`config.mk`:
```
export PLATFORM = sky130hd
export DESIGN_NAME = pc_sequencer
export DESIGN_NICKNAME = d
export VERILOG_FILES = /design/src/rtl/cpu_pkg.sv /design/src/rtl/pc_flush_ctr.sv /design/src/rtl/pc_sequencer.sv
export SDC_FILE = /design/constraint.sdc
export NUM_CORES = 1
export LEC_CHECK = 0
export ABC_AREA = 1
export CAP_MARGIN = 0
export CORE_MARGIN = 10
export CORE_UTILIZATION = 41
export DETAILED_ROUTE_END_ITERATION = 6
export PLACE_DENSITY = 0.83
export SYNTH_ARGS = -nofsm -noshare
export SYNTH_HDL_FRONTEND = slang
export SYNTH_HIERARCHICAL = 1
export SYNTH_SLANG_ARGS = --single-unit
```
`constraint.sdc`:
```
create_clock -name clk -period 1.8 [get_ports clk]
set_clock_uncertainty 0.05 [all_clocks]
set_input_delay 0.18 -clock clk [delete_from_list [all_inputs] [get_ports clk]]
set_output_delay 0.18 -clock clk [all_outputs]
set_load 0.02 [all_outputs]
```
`src/rtl/cpu_pkg.sv`:
```
// +-----------------------------------------------------------------------------+
// | cpu_pkg : shared opcode constants, pcsrc encodings and flush counter sizing |
// | rev 1.0                                                                     |
// +-----------------------------------------------------------------------------+
`default_nettype none

package cpu_pkg;

  localparam logic [5:0] OP_J   = 6'b000010;
  localparam logic [5:0] OP_BEQ = 6'b000100;
  localparam logic [5:0] OP_BNE = 6'b000101;

  typedef enum logic [1:0] {
    PCSRC_SEQ  = 2'b00,
    PCSRC_HOLD = 2'b01,
    PCSRC_EX   = 2'b10,
    PCSRC_JMP  = 2'b11
  } pcsrc_t;

  // Wide enough for the largest legal flush depth (7).
  localparam int FLUSH_CW = 3;

endpackage

`default_nettype wire

```
`src/rtl/pc_flush_ctr.sv`:
```
// +-----------------------------------------------------------------------------+
// | pc_flush_ctr : squash-cycle counter, reloads on load, counts down on dec    |
// | rev 1.0                                                                     |
// +-----------------------------------------------------------------------------+
`default_nettype none

module pc_flush_ctr
  import cpu_pkg::*;
#(
  parameter int DEPTH = 2
) (
  input  logic clk,
  input  logic rst,
  input  logic load,
  input  logic dec,
  output logic busy
);

  logic [FLUSH_CW-1:0] r_cnt;

  // A load always restarts the full window rather than adding to it.
  always_ff @(posedge clk) begin
    if (rst) begin
      r_cnt <= '0;
    end else if (load) begin
      r_cnt <= FLUSH_CW'(DEPTH);
    end else if (dec && (r_cnt != '0)) begin
      r_cnt <= r_cnt - 1'b1;
    end
  end

  assign busy = (r_cnt != '0);

endmodule

`default_nettype wire

```
`src/rtl/pc_sequencer.sv`:
```
// +-----------------------------------------------------------------------------+
// | pc_sequencer : next-PC selection, EX redirect / ID jump, squash control     |
// | optional PC_REDIR_CNT_EN adds a saturating redirect counter; rev 1.0        |
// +-----------------------------------------------------------------------------+
`default_nettype none

module pc_sequencer
  import cpu_pkg::*;
#(
  parameter int          AW          = 32,
  parameter int          FLUSH_DEPTH = 2,
  parameter logic [31:0] RESET_PC    = 32'h0
) (
  input  logic          clk,
  input  logic          rst,
  input  logic          stall,
  input  logic [5:0]    id_op,
  input  logic [25:0]   id_jaddr,
  input  logic [5:0]    ex_op,
  input  logic          ex_zero,
  input  logic          ex_jr,
  input  logic [AW-1:0] ex_btarget,
  input  logic [AW-1:0] ex_jrtarget,
  output logic [AW-1:0] pc,
  output logic [AW-1:0] pc_plus4,
  output logic [1:0]    pcsrc,
`ifdef PC_REDIR_CNT_EN
  output logic          condep,
  output logic [15:0]   redir_cnt
`else
  output logic          condep
`endif
);

  logic [AW-1:0] r_pc;
  logic [AW-1:0] w_pc_next;
  logic [AW-1:0] w_redir_target;
  logic [AW-1:0] w_jtarget;
  logic [31:0]   w_pc4_ext;
  logic [31:0]   w_jfull;
  logic          w_ex_redirect;
  logic          w_id_jump;
  logic          w_busy;
  pcsrc_t        w_pcsrc;

  assign w_ex_redirect = ((ex_op == OP_BEQ) &&  ex_zero) ||
                         ((ex_op == OP_BNE) && !ex_zero) ||
                         ex_jr;
  assign w_redir_target = ex_jr ? ex_jrtarget : ex_btarget;

  assign pc_plus4 = r_pc + AW'(4);

  // Build the jump target at 32 bits so the region slice is legal for any AW.
  assign w_pc4_ext = 32'(pc_plus4);
  assign w_jfull   = {w_pc4_ext[31:28], id_jaddr, 2'b00};
  assign w_jtarget = w_jfull[AW-1:0];

  // Reset forces condep high even if EX shows a redirect.
  assign condep    = rst | ~(w_ex_redirect | w_busy);
  assign w_id_jump = (id_op == OP_J) && condep && !w_ex_redirect;

  always_comb begin
    w_pcsrc   = PCSRC_SEQ;
    w_pc_next = pc_plus4;
    if (w_ex_redirect) begin
      w_pcsrc   = PCSRC_EX;
      w_pc_next = w_redir_target;
    end else if (stall) begin
      w_pcsrc   = PCSRC_HOLD;
      w_pc_next = r_pc;
    end else if (w_id_jump) begin
      w_pcsrc   = PCSRC_JMP;
      w_pc_next = w_jtarget;
    end
  end

  always_ff @(posedge clk) begin
    if (rst) begin
      r_pc <= RESET_PC[AW-1:0];
    end else begin
      r_pc <= w_pc_next;
    end
  end

  assign pc    = r_pc;
  assign pcsrc = w_pcsrc;

  pc_flush_ctr #(
    .DEPTH (FLUSH_DEPTH)
  ) u_flush_ctr (
    .clk  (clk),
    .rst  (rst),
    .load (w_ex_redirect),
    .dec  (~stall),
    .busy (w_busy)
  );

`ifdef PC_REDIR_CNT_EN
  logic [15:0] r_redir_cnt;

  always_ff @(posedge clk) begin
    if (rst) begin
      r_redir_cnt <= '0;
    end else if (w_ex_redirect && (r_redir_cnt != 16'hFFFF)) begin
      r_redir_cnt <= r_redir_cnt + 16'd1;
    end
  end

  assign redir_cnt = r_redir_cnt;
`endif

endmodule

`default_nettype wire

```
# Word-level counts from Yosys, hierarchy flattened
# Index checks and enable logic that the tools add are counted.
# W data, S select, Z words.
# word_totals
ff_bits	35
inputBits	107
output_inout_bits	67
elab_cells	34
# classes
add_sub_neg	2
n_eq_ne	4
muxes	9
n_bitwise	4
reduce_logical	12
# op_table
op	count
$mux W32	3
$add A32 B3 Y32 const B	1
$mux W28	1
$eq A6 B3 Y1 const B	2
$mux W2	5
$eq A6 B2 Y1 const B	1
$logic_and A1 B1 Y1	5
$reduce_bool A3 Y1	1
$sub A3 B1 Y3 const B	1
$logic_not A1 Y1	2
$logic_or A1 B1 Y1	2
$ne A2 B1 Y1 const B	1
$not A1 Y1	2
$or A1 B1 Y1	2
$reduce_bool A2 Y1	1
$reduce_or A2 Y1	1

# Logic depth before layout (Yosys ltp)
# Gate-level depths: netlist of the first run.
# logic_depth
depth_word	12
depth_mapped	13
depth_no_buf	12

# Modules after synthesis
# Netlist of the first run, hierarchy kept.
# modules_own_cells
module	instances	cells_per_inst	area_per_inst_um2
pc_sequencer	1	573	3210.6
pc_flush_ctr	1	27	203.9

# Worst setup path after synthesis of the first run
# No wires, ideal clock.
# synth_timing
path_kind	register to register
startpoint	register r_pc[2], in the netlist pc[2]
endpoint	register r_pc[30], in the netlist pc[30]
setup_ns	0.070
arrival_time_ns	1.941
slack_ns	-0.261
path_stages_with_launch	9
path_cell_list	dfxtp_1 > ha_1 > inv_2 > nor2_4 > and3_1 > nand2_1 > xnor2_1 > nand2_1 > a21oi_1
# synth_between
elab_chain_len	3
# synth_rtl
element	line_no	rtl
start, declared	pc_sequencer.sv:35	logic [AW-1:0] r_pc;
start signal, assigned	pc_sequencer.sv:79	r_pc <= RESET_PC[AW-1:0];
start signal, assigned	pc_sequencer.sv:81	r_pc <= w_pc_next;
$add A32 B3 Y32	pc_sequencer.sv:51	assign pc_plus4 = r_pc + AW'(4);
net pc_plus4[30]	pc_sequencer.sv:25	output logic [AW-1:0] pc_plus4,
$mux W32	pc_sequencer.sv:68	end else if (stall) begin
$mux W32	pc_sequencer.sv:65	if (w_ex_redirect) begin
# The timed path passes the listed nets, and every way through them passes these cells. The select of a mux whose other input is x is not followed.
# A chain may end at the register's enable or synchronous reset.

# Final worst setup path of the first run
# layout_timing
startpoint	register r_pc[14], in the netlist pc[14]
endpoint	output pc_plus4[30]
# layout_between
elab_chain_len	1
# layout_rtl
element	line_no
$add A32 B3 Y32	pc_sequencer.sv:51
end, declared	pc_sequencer.sv:25
# Every way passes these cells.

==> results list, run 1 <==
- The run finished, with violations left.
- The checks that failed: setup timing.
- Share of cells above drive strength 1: 0.329
- Vias: between 4k and 5k
- Number of antenna violations at the first check in global routing: 0
* Data arrival time at the worst-slack endpoint: ~1.6 ns
- The synthesized netlist contains 31 unique library cells.
- Dividing the detail-routed via count by the number of cells gives between 5 and 6.
- Across all setup checks in the final design, the least slack found is -0.0459 ns.
- TritonCTS built the clock tree.
- CP max stage cell: sky130_fd_sc_hd__dfxtp_4
- On the worst path, the slowest cell contributes a delay of between 0.3 and 0.4 ns.
- The worst setup path is captured at a primary output.
- The first routing iteration left around 340 violations.
- Die boundary width: 111 µm
* Peak VDD IR: 0.350 mV
* Async SR Flop Fraction: 0
- Final-stage net count: roughly 960
* Last weighted congestion value of the routability-driven placer: 0.994
- After synthesis, the cell types taking the most area are sky130_fd_sc_hd__dfxtp_1 21%, sky130_fd_sc_hd__nand2_1 19%, sky130_fd_sc_hd__nand3_1 10%, sky130_fd_sc_hd__nor2_1 8.9%, sky130_fd_sc_hd__inv_1 7.0%.
- The share of total power dissipated in combinational logic is 0.483.
- Critical Path Start Type: register
* Area of the placeable core: 8180 µm²
- The initial utilization of the core area, before any placement, comes to 0.418.
- Root buffer cell: sky130_fd_sc_hd__clkbuf_8
- Yosys mapped a number of flops with a built-in enable equal to 0.
* R2r worst-path depth: 12
- In this run the remaining antenna-violating nets after routing total 0.
* Detailed-route DRC error count: 0
- Setup violations remaining at the end of the flow were counted as 9.
- Cell depth of the worst min-delay path: 2
- #FFs+latches synth: 35
- Total power for the finished layout comes to ~2.9 mW.
- Via count of the first global-routing pass: 4582
* Clock latency on the worst-skew pair: about 0.29 ns
- The synthesized design spends more area on one cell type than any other, namely sky130_fd_sc_hd__dfxtp_1.
* Share of total power consumed by net switching: 0.367
- Buffers inserted during clock tree synthesis total 5.
- For this run, the register share of the synthesized area comes to 0.205.
- Global routing finished with a remaining overflow of 0.
- Fraction of power consumed by the clock network: 0.199
- Clock tree sinks: 35
- First-pass iteration count of the detailed router: 5
* Transition time at the pin with the least slew margin: roughly 0.34 ns
- Crit Path Class: register to primary output
- Fmax: around 540 MHz
* H-tree level count: 2
* Synth top area share: 0.205
- Shortest period the worst path allows: roughly 1.8 ns
- Power density cells: between 400 and 500 nW/µm²
- Synthesized net count: 710
- Syn. warnings: 6
- Max Cap Violations: 0
* Final setup TNS: -0.216 ns
- The die covers about 12000 µm².
- Die Y: 111 µm
- Max-slew violation count: 0
- RSZ-0062 raised after global routing: yes
- Number of port buffers: 173
- Most common library cells after synthesis: 174 x sky130_fd_sc_hd__nand2_1, 81 x sky130_fd_sc_hd__nor2_1, 71 x sky130_fd_sc_hd__nand3_1, 64 x sky130_fd_sc_hd__inv_1, 45 x sky130_fd_sc_hd__o21ai_0
* Number of standard-cell rows in the floorplan: 33
- NetSw: ~1.1 mW
- The HPWL after detailed placement is about 13000 µm.
- The worst hold path belongs to the class register to register.
- Cell repeated most along the worst path: sky130_fd_sc_hd__nand2_2
- For this run, the leading register cell type out of synthesis is sky130_fd_sc_hd__dfxtp_1.
- Prior to clock tree synthesis, the placed netlist has a worst setup slack of -0.407 ns.
- Entering global routing, the biggest net connects 33 pins.
* Post-Route WL: 16400 µm
* First-pass GRT wire length: 24000 µm
- Area added between synthesis and finish: 89.2%
- Boundary Pins: around 170
- After clock tree synthesis, the clock-pin slew on the worst setup and hold paths is roughly 0.08 ns.
- Leakage power summed over all cells: between 2 and 3 nW
- Of all nets on the critical path, the largest fanout is 5.
* Worst relative slew slack: 0.775
- Fin Hold WS: 0.442 ns
- Of the available clock period, the critical path in the final layout requires 1.03.
* Count of endpoints failing hold in the final timing report: 0
- After technology mapping, the gate count stands at 600.
* Required @ worst endpoint: about 1.6 ns
- Across every metal layer, demand over resource in global routing totals 0.232.
- Antenna diode count: 0
- Internal power comes to 1.82 mW.
* Sequential Power Share: 0.318
* Clock tree buffer depth: 2
- Post-synthesis area per instance: 5.69 µm²
* Library cell with the highest instance count after synthesis: sky130_fd_sc_hd__nand2_1
- After detailed routing, the average wire length per cell comes to 17.2 µm.
- Synthesized cell area: 3410 µm²
* Critical-path cell list: nand2_2, nor2_4, nand2_2, nor2_2, nand2_4, xnor2_2, buf_4
==> kinds of logic after synthesis <==
kind of cell               Yosys count  synth area share
AOI/OAI and AO/OA                   67             0.104
buffers and inverters              100             0.129
adders and majority gates            3            0.0110
DFF                                 35             0.205
and+or+nand+nor                    378             0.501
xor gates and xnor gates            17            0.0502
==> repair_timing <==
item,in CTS,in global routing
setup endpoints to repair,38,59
gates resized for setup,199,127
pin swaps,10,36
cloned,0,1
buffers inserted,8,8
hold buffers,0,0
==> layout make-up <==
type | instances | area, µm²
multi-input cells | 466 | 2750
repair buffers | 269 | 2470
inverters | 70 | 274
flip-flops and latches | 35 | 759
clock inverters | 1 | 5.00
clock buffers | 7 | 76.3
well taps | 105 | 131
fillers | 604 | 1720
==> critical path, delay by kind of cell, from the launching register on <==
family / cells / cell delay, ns
AND/OR/NAND/NOR: 5 / 0.61
flip-flops: 1 / 0.39
buffers and inverters: 1 / 0.17
XOR/XNOR: 1 / 0.16
==> power groups by stage <==
stage / Sequential [mW] / Combinational (mW) / Clock (mW)
after CTS: 0.897 / 1.31 / 0.575
after floorplan: 0.990 / 0.467 / 0
after detailed placement: 0.909 / 1.28 / 0
final: 0.913 / 1.39 / 0.571
after global routing: 0.920 / 1.48 / 0.610
after global placement: 0.907 / 1.27 / 0
==> worst paths after layout <==
| check | start | endpoint | slack [ns] |
|---|---|---|---|
| setup / recovery | pc[14] | pc_plus4[30] | -0.05 |
| hold / removal | u_flush_ctr/r_cnt[0] | u_flush_ctr/r_cnt[0] | 0.44 |
| setup reg to reg | u_flush_ctr/r_cnt[0] | pc[7] | 0.05 |
| hold reg to reg | u_flush_ctr/r_cnt[0] | u_flush_ctr/r_cnt[0] | 0.44 |
==> state kept, by name (all words and copies together), names as in the netlist <==
name,count
pc,32
u_flush_ctr/r_cnt,3
==> layer usage <==
layer	up-vias	track usage	share of wire
li1	2394	-	-
met1	2308	0.284	0.39
met2	245	0.399	0.50
met3	41	0.0601	0.084
met4	0	0.0463	0.021
met5	-	0	0
==> stage by stage <==
step           std cells  utilization  instance area, µm²
3_5_place_dp         928        0.704                5750
2_1_floorplan        600            -                3450
3_3_place_gp         928        0.704                5750
6_report             953        0.790                6460
5_1_grt              953        0.790                6460
4_1_cts              944        0.736                6020
==> cells in the final DEF (no fill, tap or decap), drive strengths merged, types with 2 or more instances in the layout <==
cell,n
nand3,72
nand2,185
inv,69
nand3b,11
a21oi,20
nor2,92
dlymetal6s2s,2
o21ai,45
xnor2,6
buf,126
clkdlybuf4s50,139
ha,3
xor2,11
nand4,16
clkbuf,8
clkinv,2
dfxtp,35
No activity file was read; power rests on OpenSTA's default activity.
==> inputs of run 2 (changes only) <==
- CAP_MARGIN: 0 -> default
==> results of run 2 <==
Final layout, timing and power as in run 1 (identical DEF).
